File: src/rtl/arbitro_escrita_regs_pkg.sv
`default_nettype none
// ============================================================================
// Module : arbitro_escrita_regs_pkg
// Brief  : Shared FSM encoding and width helper for the register write arbiter.
// Rev    : 1.0  initial release
// ============================================================================
package arbitro_escrita_regs_pkg;

    localparam logic [0:0] ST_ARB    = 1'b0;
    localparam logic [0:0] ST_LOCKED = 1'b1;

    // Ceiling log2, never below 1 so single-entry fields keep a usable width.
    function automatic int clog2(input int value);
        int r;
        r = 0;
        while ((1 << r) < value) begin
            r = r + 1;
        end
        if (r < 1) begin
            r = 1;
        end
        return r;
    endfunction

endpackage
`default_nettype wire

File: src/rtl/arbitro_escrita_regs_rr_prio_sel.sv
`default_nettype none
// ============================================================================
// Module : arbitro_escrita_regs_rr_prio_sel
// Brief  : Combinational round-robin picker: first request at or after ptr.
// Rev    : 1.0  initial release
// ============================================================================
module arbitro_escrita_regs_rr_prio_sel
    import arbitro_escrita_regs_pkg::*;
#(
    parameter int NUM_REQ = 4,
    localparam int PTR_W  = clog2(NUM_REQ)
) (
    input  logic [NUM_REQ-1:0] req,
    input  logic [PTR_W-1:0]   ptr,
    output logic [NUM_REQ-1:0] gnt,
    output logic [PTR_W-1:0]   index,
    output logic               any
);

    localparam logic [PTR_W:0] c_num_req = (PTR_W + 1)'(NUM_REQ);

    logic [PTR_W:0] w_dist;
    logic [PTR_W:0] w_best;

    // Winner is the requester with the smallest modular distance from ptr.
    always_comb begin
        gnt    = '0;
        index  = '0;
        any    = 1'b0;
        w_dist = '0;
        w_best = '0;
        for (int i = 0; i < NUM_REQ; i++) begin
            if (PTR_W'(i) >= ptr) begin
                w_dist = (PTR_W + 1)'(i) - {1'b0, ptr};
            end else begin
                w_dist = (PTR_W + 1)'(i) + c_num_req - {1'b0, ptr};
            end
            if (req[i] && (!any || (w_dist < w_best))) begin
                w_best = w_dist;
                index  = PTR_W'(i);
                any    = 1'b1;
            end
        end
        if (any) begin
            gnt[index] = 1'b1;
        end
    end

endmodule
`default_nettype wire

File: src/rtl/arbitro_escrita_regs.sv
`default_nettype none
// ============================================================================
// Module : arbitro_escrita_regs
// Brief  : Round-robin write arbiter with locked bursts for a register bank.
// Rev    : 1.0  initial release
// ============================================================================
module arbitro_escrita_regs
    import arbitro_escrita_regs_pkg::*;
#(
    parameter int NUM_REQ   = 4,
    parameter int NUM_REG   = 8,
    parameter int DATA_W    = 16,
    parameter int MAX_BURST = 4,
    localparam int ADDR_W   = clog2(NUM_REG)
) (
    input  logic                       clock,
    input  logic                       reset,
    input  logic [NUM_REQ-1:0]         req,
    input  logic [NUM_REQ-1:0]         req_lock,
    input  logic [NUM_REQ*ADDR_W-1:0]  req_addr,
    input  logic [NUM_REQ*DATA_W-1:0]  req_data,
    output logic [NUM_REQ-1:0]         gnt,
    output logic [NUM_REG-1:0]         load,
    output logic [DATA_W-1:0]          valor,
    output logic                       busy,
    output logic                       err_addr
);

    localparam int PTR_W = clog2(NUM_REQ);
    localparam int CNT_W = clog2(MAX_BURST + 1);

    localparam logic [CNT_W-1:0]  c_burst_max = CNT_W'(MAX_BURST);
    localparam logic              c_burst_en  = (MAX_BURST > 1);
    localparam logic [ADDR_W:0]   c_num_reg   = (ADDR_W + 1)'(NUM_REG);
    localparam logic [PTR_W-1:0]  c_last_req  = PTR_W'(NUM_REQ - 1);

    logic [0:0]         r_state;
    logic [0:0]         w_state_next;
    logic [PTR_W-1:0]   r_rr_ptr;
    logic [PTR_W-1:0]   r_owner;
    logic [CNT_W-1:0]   r_burst_cnt;
    logic [NUM_REG-1:0] r_load;
    logic [DATA_W-1:0]  r_valor;
    logic               r_err_addr;

    logic [NUM_REQ-1:0] w_pick_gnt;
    logic [PTR_W-1:0]   w_pick_idx;
    logic               w_pick_any;
    logic [PTR_W-1:0]   w_win_idx;
    logic               w_xfer;
    logic               w_enter_lock;
    logic [CNT_W-1:0]   w_burst_next;
    logic [ADDR_W-1:0]  w_win_addr;
    logic [DATA_W-1:0]  w_win_data;
    logic [NUM_REG-1:0] w_dec;
    logic               w_addr_bad;

    logic [ADDR_W-1:0]  w_addr_arr [NUM_REQ];
    logic [DATA_W-1:0]  w_data_arr [NUM_REQ];

    arbitro_escrita_regs_rr_prio_sel #(
        .NUM_REQ (NUM_REQ)
    ) u_rr_prio_sel (
        .req   (req),
        .ptr   (r_rr_ptr),
        .gnt   (w_pick_gnt),
        .index (w_pick_idx),
        .any   (w_pick_any)
    );

    genvar gi;
    generate
        for (gi = 0; gi < NUM_REQ; gi++) begin : g_unpack
            assign w_addr_arr[gi] = req_addr[gi*ADDR_W +: ADDR_W];
            assign w_data_arr[gi] = req_data[gi*DATA_W +: DATA_W];
        end
    endgenerate

    // While locked the owner is the only candidate, so its slot drives the write path.
    assign w_win_idx    = (r_state == ST_LOCKED) ? r_owner : w_pick_idx;
    assign w_win_addr   = w_addr_arr[w_win_idx];
    assign w_win_data   = w_data_arr[w_win_idx];
    assign w_xfer       = |(gnt & req);
    assign w_enter_lock = (r_state == ST_ARB) && w_pick_any &&
                          req_lock[w_pick_idx] && c_burst_en;
    assign w_burst_next = r_burst_cnt + CNT_W'(1);
    assign w_addr_bad   = ({1'b0, w_win_addr} >= c_num_reg);

    // Out-of-range addresses match no decoder output, leaving load all-zero.
    generate
        for (gi = 0; gi < NUM_REG; gi++) begin : g_dec
            assign w_dec[gi] = (w_win_addr == ADDR_W'(gi));
        end
    endgenerate

    always_ff @(posedge clock) begin
        if (reset) begin
            r_state <= ST_ARB;
        end else begin
            r_state <= w_state_next;
        end
    end

    always_comb begin
        w_state_next = r_state;
        case (r_state)
            ST_ARB: begin
                if (w_enter_lock) begin
                    w_state_next = ST_LOCKED;
                end
            end
            ST_LOCKED: begin
                if (!req[r_owner]) begin
                    w_state_next = ST_ARB;
                end else if (!req_lock[r_owner] || (w_burst_next >= c_burst_max)) begin
                    w_state_next = ST_ARB;
                end
            end
            default: w_state_next = ST_ARB;
        endcase
    end

    always_comb begin
        gnt  = '0;
        busy = (r_state == ST_LOCKED);
        if (!reset) begin
            if (r_state == ST_ARB) begin
                gnt = w_pick_gnt;
            end else begin
                gnt[r_owner] = req[r_owner];
            end
        end
    end

    always_ff @(posedge clock) begin
        if (reset) begin
            r_rr_ptr    <= '0;
            r_owner     <= '0;
            r_burst_cnt <= '0;
        end else begin
            if (w_xfer) begin
                r_rr_ptr <= (w_win_idx == c_last_req) ? '0 : w_win_idx + PTR_W'(1);
            end
            if (w_enter_lock) begin
                r_owner     <= w_pick_idx;
                r_burst_cnt <= CNT_W'(1);
            end else if ((r_state == ST_LOCKED) && w_xfer) begin
                r_burst_cnt <= w_burst_next;
            end else if (r_state == ST_ARB) begin
                r_burst_cnt <= '0;
            end
        end
    end

    always_ff @(posedge clock) begin
        if (reset) begin
            r_load     <= '0;
            r_valor    <= '0;
            r_err_addr <= 1'b0;
        end else begin
            r_load     <= w_xfer ? w_dec : '0;
            r_err_addr <= w_xfer & w_addr_bad;
            if (w_xfer) begin
                r_valor <= w_win_data;
            end
        end
    end

    assign load     = r_load;
    assign valor    = r_valor;
    assign err_addr = r_err_addr;

endmodule
`default_nettype wire

File: config.mk
export PLATFORM = sky130hd
export DESIGN_NAME = arbitro_escrita_regs
export DESIGN_NICKNAME = d
export VERILOG_FILES = /design/src/rtl/arbitro_escrita_regs_pkg.sv /design/src/rtl/arbitro_escrita_regs_rr_prio_sel.sv /design/src/rtl/arbitro_escrita_regs.sv
export SDC_FILE = /design/constraint.sdc
export NUM_CORES = 1
export LEC_CHECK = 0
export ABC_AREA = 1
export CORE_MARGIN = 3
export CORE_UTILIZATION = 42
export DETAILED_ROUTE_END_ITERATION = 6
export PLACE_DENSITY = 0.82
export SLEW_MARGIN = 10
export SYNTH_ARGS = -nofsm -noshare
export SYNTH_HDL_FRONTEND = slang
export SYNTH_SLANG_ARGS = --single-unit
export TNS_END_PERCENT = 10
File: constraint.sdc
create_clock -name clock -period 4.7 [get_ports clock]
set_input_delay 0.94 -clock clock [delete_from_list [all_inputs] [get_ports clock]]
set_output_delay 0.94 -clock clock [all_outputs]
set_load 0.01 [all_outputs]
# Word level (Yosys, flattened, before mapping)
# Index checks and enable logic that the tools add are counted.
[word_totals]
register_bits = 32
romBits = 0
latchBits = 0
in_bits = 86
memories = 0
ramBits = 0
[op_classes]
div = 0
bitwise_logic = 5
n_addsub = 10
order_cmp = 13
n_mul = 0
n_reduce_logical = 20
shift = 0
n_eq_ne = 10
muxes = 42
[ops]
columns = ["operator", "n"]
rows = [
  ["$mux 3", 11],
  ["$bmux 16 s2", 1],
  ["$mux 16", 2],
  ["$mux 1", 14],
  ["$eq 3x3->1 const B", 4],
  ["$mux 4", 3],
  ["$sub 3x2->3 const A", 4],
  ["$lt 3x3->1", 3],
  ["$and 4x4->4", 2],
  ["$logic_and 1x1->1", 8],
  ["$mux 2", 4],
  ["$bmux 1 s2", 3],
  ["$bmux 3 s2", 1],
  ["$eq 3x2->1 const B", 2],
  ["$ge 3x3->1 const B", 2],
  ["$lt 2x3->1 const B", 2],
  ["$sub 1x2->3 const A", 2],
  ["$sub 2x2->3 const A", 2],
  ["$demux 1 s2", 2],
  ["$ge 1x2->1 const A", 2],
  ["$ge 2x1->1 const B", 2],
  ["$ge 2x2->1 const A", 2],
  ["$logic_not 1->1", 4],
  ["$logic_or 1x1->1", 4],
  ["12 further kinds", 14],
]

# Longest topological paths before layout
# Gate-level depths: netlist (run 1).
[depth]
ltp_word = 27
depth_mapped = 32

# By module
# From an unflattened synthesis (run 1), not the netlist that was laid out.
[unflattened]
cells_unflattened = 359
area_unflattened_um2 = 2259.7
[modules_own_cells]
columns = ["module", "n_inst", "area_per_inst_um2", "cells_per_inst", "seq_area_each_um2"]
rows = [
  ["arbitro_escrita_regs", 1, 1954.4, 304, 640.6],
  ["arbitro_escrita_regs_rr_prio_sel", 1, 305.3, 55, 0.0],
]

# Worst setup path after synthesis (run 1)
# OpenSTA, ideal clock, no wires.
[synth_path]
path_kind = "input -> output"
startpoint = "input port req[0]"
endpoint = "output port gnt[0]"
arrival_time_ps = 2968
stages = 22
n_path_buf = 0
slack_ps = 792
path_cell_list = "nand2_1 nand2_2 o21ai_0 o21ai_0 ha_1 nand2_1 inv_1 nand2_1 nand2_1 nand2_1 nand2_4 nand2_1 o21ai_0 ha_1 nand2_1 nand2_1 nand2_2 nand2_4 nand4_1 nand2_1 nand2_2 inv_1"
[synth_via]
elab_chain_cells = 20
elab_cells_between_ends = 33
cone_classes = "order compare: 5; mux: 17; bitwise: 1; reduce/logical: 10"
[synth_rtl]
columns = ["element", "line", "source"]
rows = [
  ["start, declared", "arbitro_escrita_regs.sv:18", "input logic [NUM_REQ-1:0] req,"],
  ["$mux 3 or $mux 1 (tied branches)", "arbitro_escrita_regs_rr_prio_sel.sv:38", "if (req[i] && (!any || (w_dist < w_best))) begin"],
  ["$lt 3x3->1 or $logic_not 1->1 (tied branches)", "arbitro_escrita_regs_rr_prio_sel.sv:38", ""],
  ["$logic_or 1x1->1", "arbitro_escrita_regs_rr_prio_sel.sv:38", ""],
  ["$logic_and 1x1->1", "arbitro_escrita_regs_rr_prio_sel.sv:38", ""],
  ["$mux 3 or $mux 1 (tied branches)", "arbitro_escrita_regs_rr_prio_sel.sv:38", ""],
  ["$lt 3x3->1 or $logic_not 1->1 (tied branches)", "arbitro_escrita_regs_rr_prio_sel.sv:38", ""],
  ["$logic_or 1x1->1", "arbitro_escrita_regs_rr_prio_sel.sv:38", ""],
  ["$logic_and 1x1->1", "arbitro_escrita_regs_rr_prio_sel.sv:38", ""],
  ["(+4 left out)", "--", ""],
  ["$mux 2", "arbitro_escrita_regs_rr_prio_sel.sv:38", ""],
  ["$lt 2x3->1 (not written as such) or $ge 2x1->1 (tied branches)", "arbitro_escrita_regs_rr_prio_sel.sv:45", "gnt[index] = 1'b1;"],
  ["$logic_and 1x1->1 (not written as such)", "arbitro_escrita_regs_rr_prio_sel.sv:45", ""],
  ["$mux 1 (not written as such)", "arbitro_escrita_regs_rr_prio_sel.sv:45", ""],
  ["$demux 1 s2", "--", ""],
  ["$mux 4", "arbitro_escrita_regs_rr_prio_sel.sv:44", "if (any) begin"],
  ["$mux 4 (*)", "arbitro_escrita_regs.sv:127", "if (r_state == ST_ARB) begin"],
  ["$mux 4 (*)", "arbitro_escrita_regs.sv:126", "if (!reset) begin"],
  ["end, declared", "arbitro_escrita_regs.sv:22", "output logic [NUM_REQ-1:0] gnt,"],
]
# Every way passes the cells marked *; elsewhere a longest branch is shown, timed or not. The select of a mux whose other input is x is not followed.

# Worst setup path in the final report (run 1)
[layout_path]
startpoint = "input port req[1]"
endpoint = "output port gnt[0]"
[layout_via]
elab_chain_cells = 17
elab_cells_between_ends = 28
cone_classes = "order compare: 4; mux: 15; bitwise: 1; reduce/logical: 8"
[layout_rtl]
columns = ["element", "line"]
rows = [
  ["$logic_and 1x1->1", "arbitro_escrita_regs_rr_prio_sel.sv:38"],
  ["$mux 3 or $mux 1 (tied branches)", "arbitro_escrita_regs_rr_prio_sel.sv:38"],
  ["$lt 3x3->1 or $logic_not 1->1 (tied branches)", "arbitro_escrita_regs_rr_prio_sel.sv:38"],
  ["$logic_or 1x1->1", "arbitro_escrita_regs_rr_prio_sel.sv:38"],
  ["$logic_and 1x1->1", "arbitro_escrita_regs_rr_prio_sel.sv:38"],
  ["$mux 3 or $mux 1 (tied branches)", "arbitro_escrita_regs_rr_prio_sel.sv:38"],
  ["$lt 3x3->1 or $logic_not 1->1 (tied branches)", "arbitro_escrita_regs_rr_prio_sel.sv:38"],
  ["$logic_or 1x1->1", "arbitro_escrita_regs_rr_prio_sel.sv:38"],
  ["$logic_and 1x1->1", "arbitro_escrita_regs_rr_prio_sel.sv:38"],
  ["$mux 2", "arbitro_escrita_regs_rr_prio_sel.sv:38"],
  ["$lt 2x3->1 (not written as such) or $ge 2x1->1 (tied branches)", "arbitro_escrita_regs_rr_prio_sel.sv:45"],
  ["$logic_and 1x1->1 (not written as such)", "arbitro_escrita_regs_rr_prio_sel.sv:45"],
  ["$mux 1 (not written as such)", "arbitro_escrita_regs_rr_prio_sel.sv:45"],
  ["$demux 1 s2", "--"],
  ["$mux 4", "arbitro_escrita_regs_rr_prio_sel.sv:44"],
  ["$mux 4 (*)", "arbitro_escrita_regs.sv:127"],
  ["$mux 4 (*)", "arbitro_escrita_regs.sv:126"],
]
# Marks and branches as above.

==> results of run 1 <==
[cell type report]
cell class	count	area [µm²]	share of cell area
Inverter	65	249.0	0.06480
Multi-Input combinational cell	283	1474	0.3836
Sequential cell	32	640.6	0.1667
Tap cell	72	90.09	0.02345
Clock buffer	5	68.82	0.01791
Timing Repair Buffer	137	1320	0.3435
[power by group through the flow]
stage,clock (µW),sequential [µW],combinational (µW)
2_1_floorplan,0,480,1220
3_3_place_gp,0,451,1710
3_5_place_dp,0,454,1750
4_1_cts,188,450,1750
5_1_grt,197,465,1970
6_report,185,452,1750
[worst register-to-register path: cells and delay by family, from the launching register on]
kind	cells	cell delay [ps]
and+or+nand+nor	19	1500
buffers and inverters	3	440
AOI/OAI and AO/OA	5	420
DFF	1	440
adders and majority gates	3	880
[logic make-up (layout without fill, tap and decap cells)]
kind of cell               Yosys count  in the layout  share of synthesized area
AOI/OAI and AO/OA                   80             80                     0.1868
xor gates and xnor gates             1              1                   0.003516
adders and majority gates            7              7                    0.03516
buffers and inverters               82            207                     0.1512
DFF                                 32             32                     0.2572
other                                1              1                   0.001505
and+or+nand+nor                    194            194                     0.3646
[routing by layer]
| layer | GRT usage | share of wire | vias up |
|---|---|---|---|
| met5 | 0 | 0 | - |
| met4 | 0.09510 | 0.029 | 0 |
| met3 | 0.05159 | 0.053 | 18 |
| met2 | 0.3921 | 0.51 | 99 |
| met1 | 0.2417 | 0.41 | 1304 |
| li1 | - | - | 1518 |
[registers in the layout, indices dropped and copies added, names as in the netlist]
name,count
valor,16
load,8
r_burst_cnt,3
r_owner,2
r_rr_ptr,2
busy,1
[metrics by stage]
step	std cells	TNS (ps)	instance area, µm²
4_1_cts	594	0	3842
6_report	594	0	3842
2_1_floorplan	397	0	2491
5_1_grt	594	0	3842
3_3_place_gp	589	-304.5	3780
3_5_place_dp	589	-814.9	3780
[synth_stat cells]
cell / number
a21oi_1: 25
a21oi_4: 1
a31oi_1: 1
and3_1: 1
buf_2: 6
buf_4: 4
buf_6: 4
buf_8: 1
clkbuf_1: 2
clkinv_1: 1
conb_1: 1
dfxtp_1: 32
ha_1: 7
inv_1: 58
inv_2: 5
inv_6: 1
nand2_1: 90
nand2_2: 9
nand2_4: 2
nand2_8: 1
nand3_1: 20
nand3_2: 3
nand3_4: 1
nand3b_1: 9
nand4_1: 4
nor2_1: 50
nor2_2: 1
nor2_8: 1
nor3_1: 1
o211ai_1: 14
o211ai_2: 1
o21ai_0: 19
o21ai_1: 16
o21ai_2: 1
o21bai_1: 1
o311ai_0: 1
or2_2: 1
xor2_1: 1
[path summary, 6_finish.rpt]
check,startpoint,endpoint,slack [ps],cells past startpoint
setup / recovery,req[1],gnt[0],230,23
hold / removal,valor[8],valor[8],480,2
setup reg to reg,r_rr_ptr[1],valor[13],890,30
hold reg to reg,valor[8],valor[8],480,2
==> run metrics, run 1 <==
Crit path max-delay family=simple AND/OR/NAND/NOR gates; WHS=478.6 ps; cts hold-fix bufs=0; DRC errors left=0; worst clock skew=between 5 and 6 ps; Die Y=83.02 µm; Synth area leaders=dfxtp_1 (26%), nand2_1 (14%), inv_1 (8.7%); syn_area_per_cell=roughly 6.3 µm²; Inserted Clock Buffers=5; Post-Route WL=roughly 7.4 mm; ANT cells=0; number of setup buffers added after CTS=0; dominant cell type by area after synthesis=dfxtp_1; first-pass GRT wire length=between 10 and 15 mm; fmax=0.2239 GHz; worst IR drop on VDD=a little over 0.4 mV; YS warnings=0; routed len/inst=between 10 and 15 µm; Fillers=roughly 500; final setup vio count=0; initial core utilization=0.4442; vias in the first global route=roughly 2,800; Final WS setup=around 230 ps; Total GRT Usage=0.2177; Worst Path Required=between 3000 and 4000 ps; Worst-path clk slew=60 ps; crit-path max cell delay=about 500 ps; Final #Nets=around 600; Post-Place Setup Slack=-218.2 ps; startpoint types=input pin; CP Capture Type=primary output; CP dominant cell by count=nand2_1; Clock power frac=0.077; cts repair resizes=7; sw power=~1200 µW; Yosys cell types=38; CTS tree=done; total grt overflow=0; Max Slew Vio Count=0; Clock Tree Buf Depth=2; Clock Latency Late Sink=290 ps; share of layout cells above drive strength 1=0.1073; RD Place Congestion=~0.9; fin crit share=0.9501; CTS Root Cell=clkbuf_8; Seq/Total Area, Yosys=0.2572; worst path cell trace=clkdlybuf4s50_1 > nand2_2 > o21ai_0 > o21ai_1 > ha_1 > nand2_1 > inv_1 > nand2_1 > nand2_1 > nand2_1 > nand2_4 > nand2_1 > o21ai_1 > ha_1 > nand2_1 > nand2_1 > nand2_2 > nand2_4 > nand4_1 > nand2_1 > nand2_2 > inv_1 > dlygate4sd2_1; logic gate share of total power=0.733; DR vias=2,939; # IOs=approximately 120; status=finished clean; kind of critical path=input pin to primary output; port buffer count=114; max_cap viols=0; DRT Pass-1 Iters=4; share of the synthesized area in the top cell type=0.2572; Crit-path slowest cell=clkdlybuf4s50_1; crit path buf inv count=4; Leak=roughly 0.0019 µW; leading cell type in the layout, fill and taps excluded=clkdlybuf4s50_1; power density over the cells=slightly above 600 mW/mm²; Post-Synthesis Cells=~400; P_int=about 1200 µW; Via density=4.948; register share of total power=0.189; Synth-to-Final Area Change=54.24%; chip width=~83 µm; critical-path maximum fanout=6; unrepaired setup endpoints after global routing=false; row count=27; Die Footprint=~0.0069 mm²; Yosys reg bits=32; largest net degree at the start of global routing=between 40 and 50; Core ar.=0.005608 mm²; clock sink count=32; Worst Path Arrival=roughly 3500 ps; Synth Net Count=490; initial antenna violation count=0; Routed Antenna Nets=0; final hold vios=0; commonest cells after routing, fill and taps aside=clkdlybuf4s50_1 (109), nand2_1 (90), inv_1 (58), nor2_1 (50), dfxtp_1 (32); H-tree level count=2; post-synthesis cell area=0.002491 mm²; DPL Wire Length=about 6 mm; drt initial violations=between 90 and 100; fin util=0.6852; path category of the worst min-delay check=register to register; min cycle time layout=between 4000 and 5000 ps; sw frac=0.4980; Pwr Total=between 2000 and 2500 µW
(Power assumes the default switching activity.)
==> run 2, diff against run 1 <==
- SLEW_MARGIN: 10 -> 20
==> results of run 2 <==
No change in the layout: final DEF, timing and power equal those of run 1.
==> run 3, diff against run 2 <==
- CTS_CLUSTER_DIAMETER: default -> 120
==> results of run 3 <==
No change in the layout: final DEF, timing and power equal those of run 1.
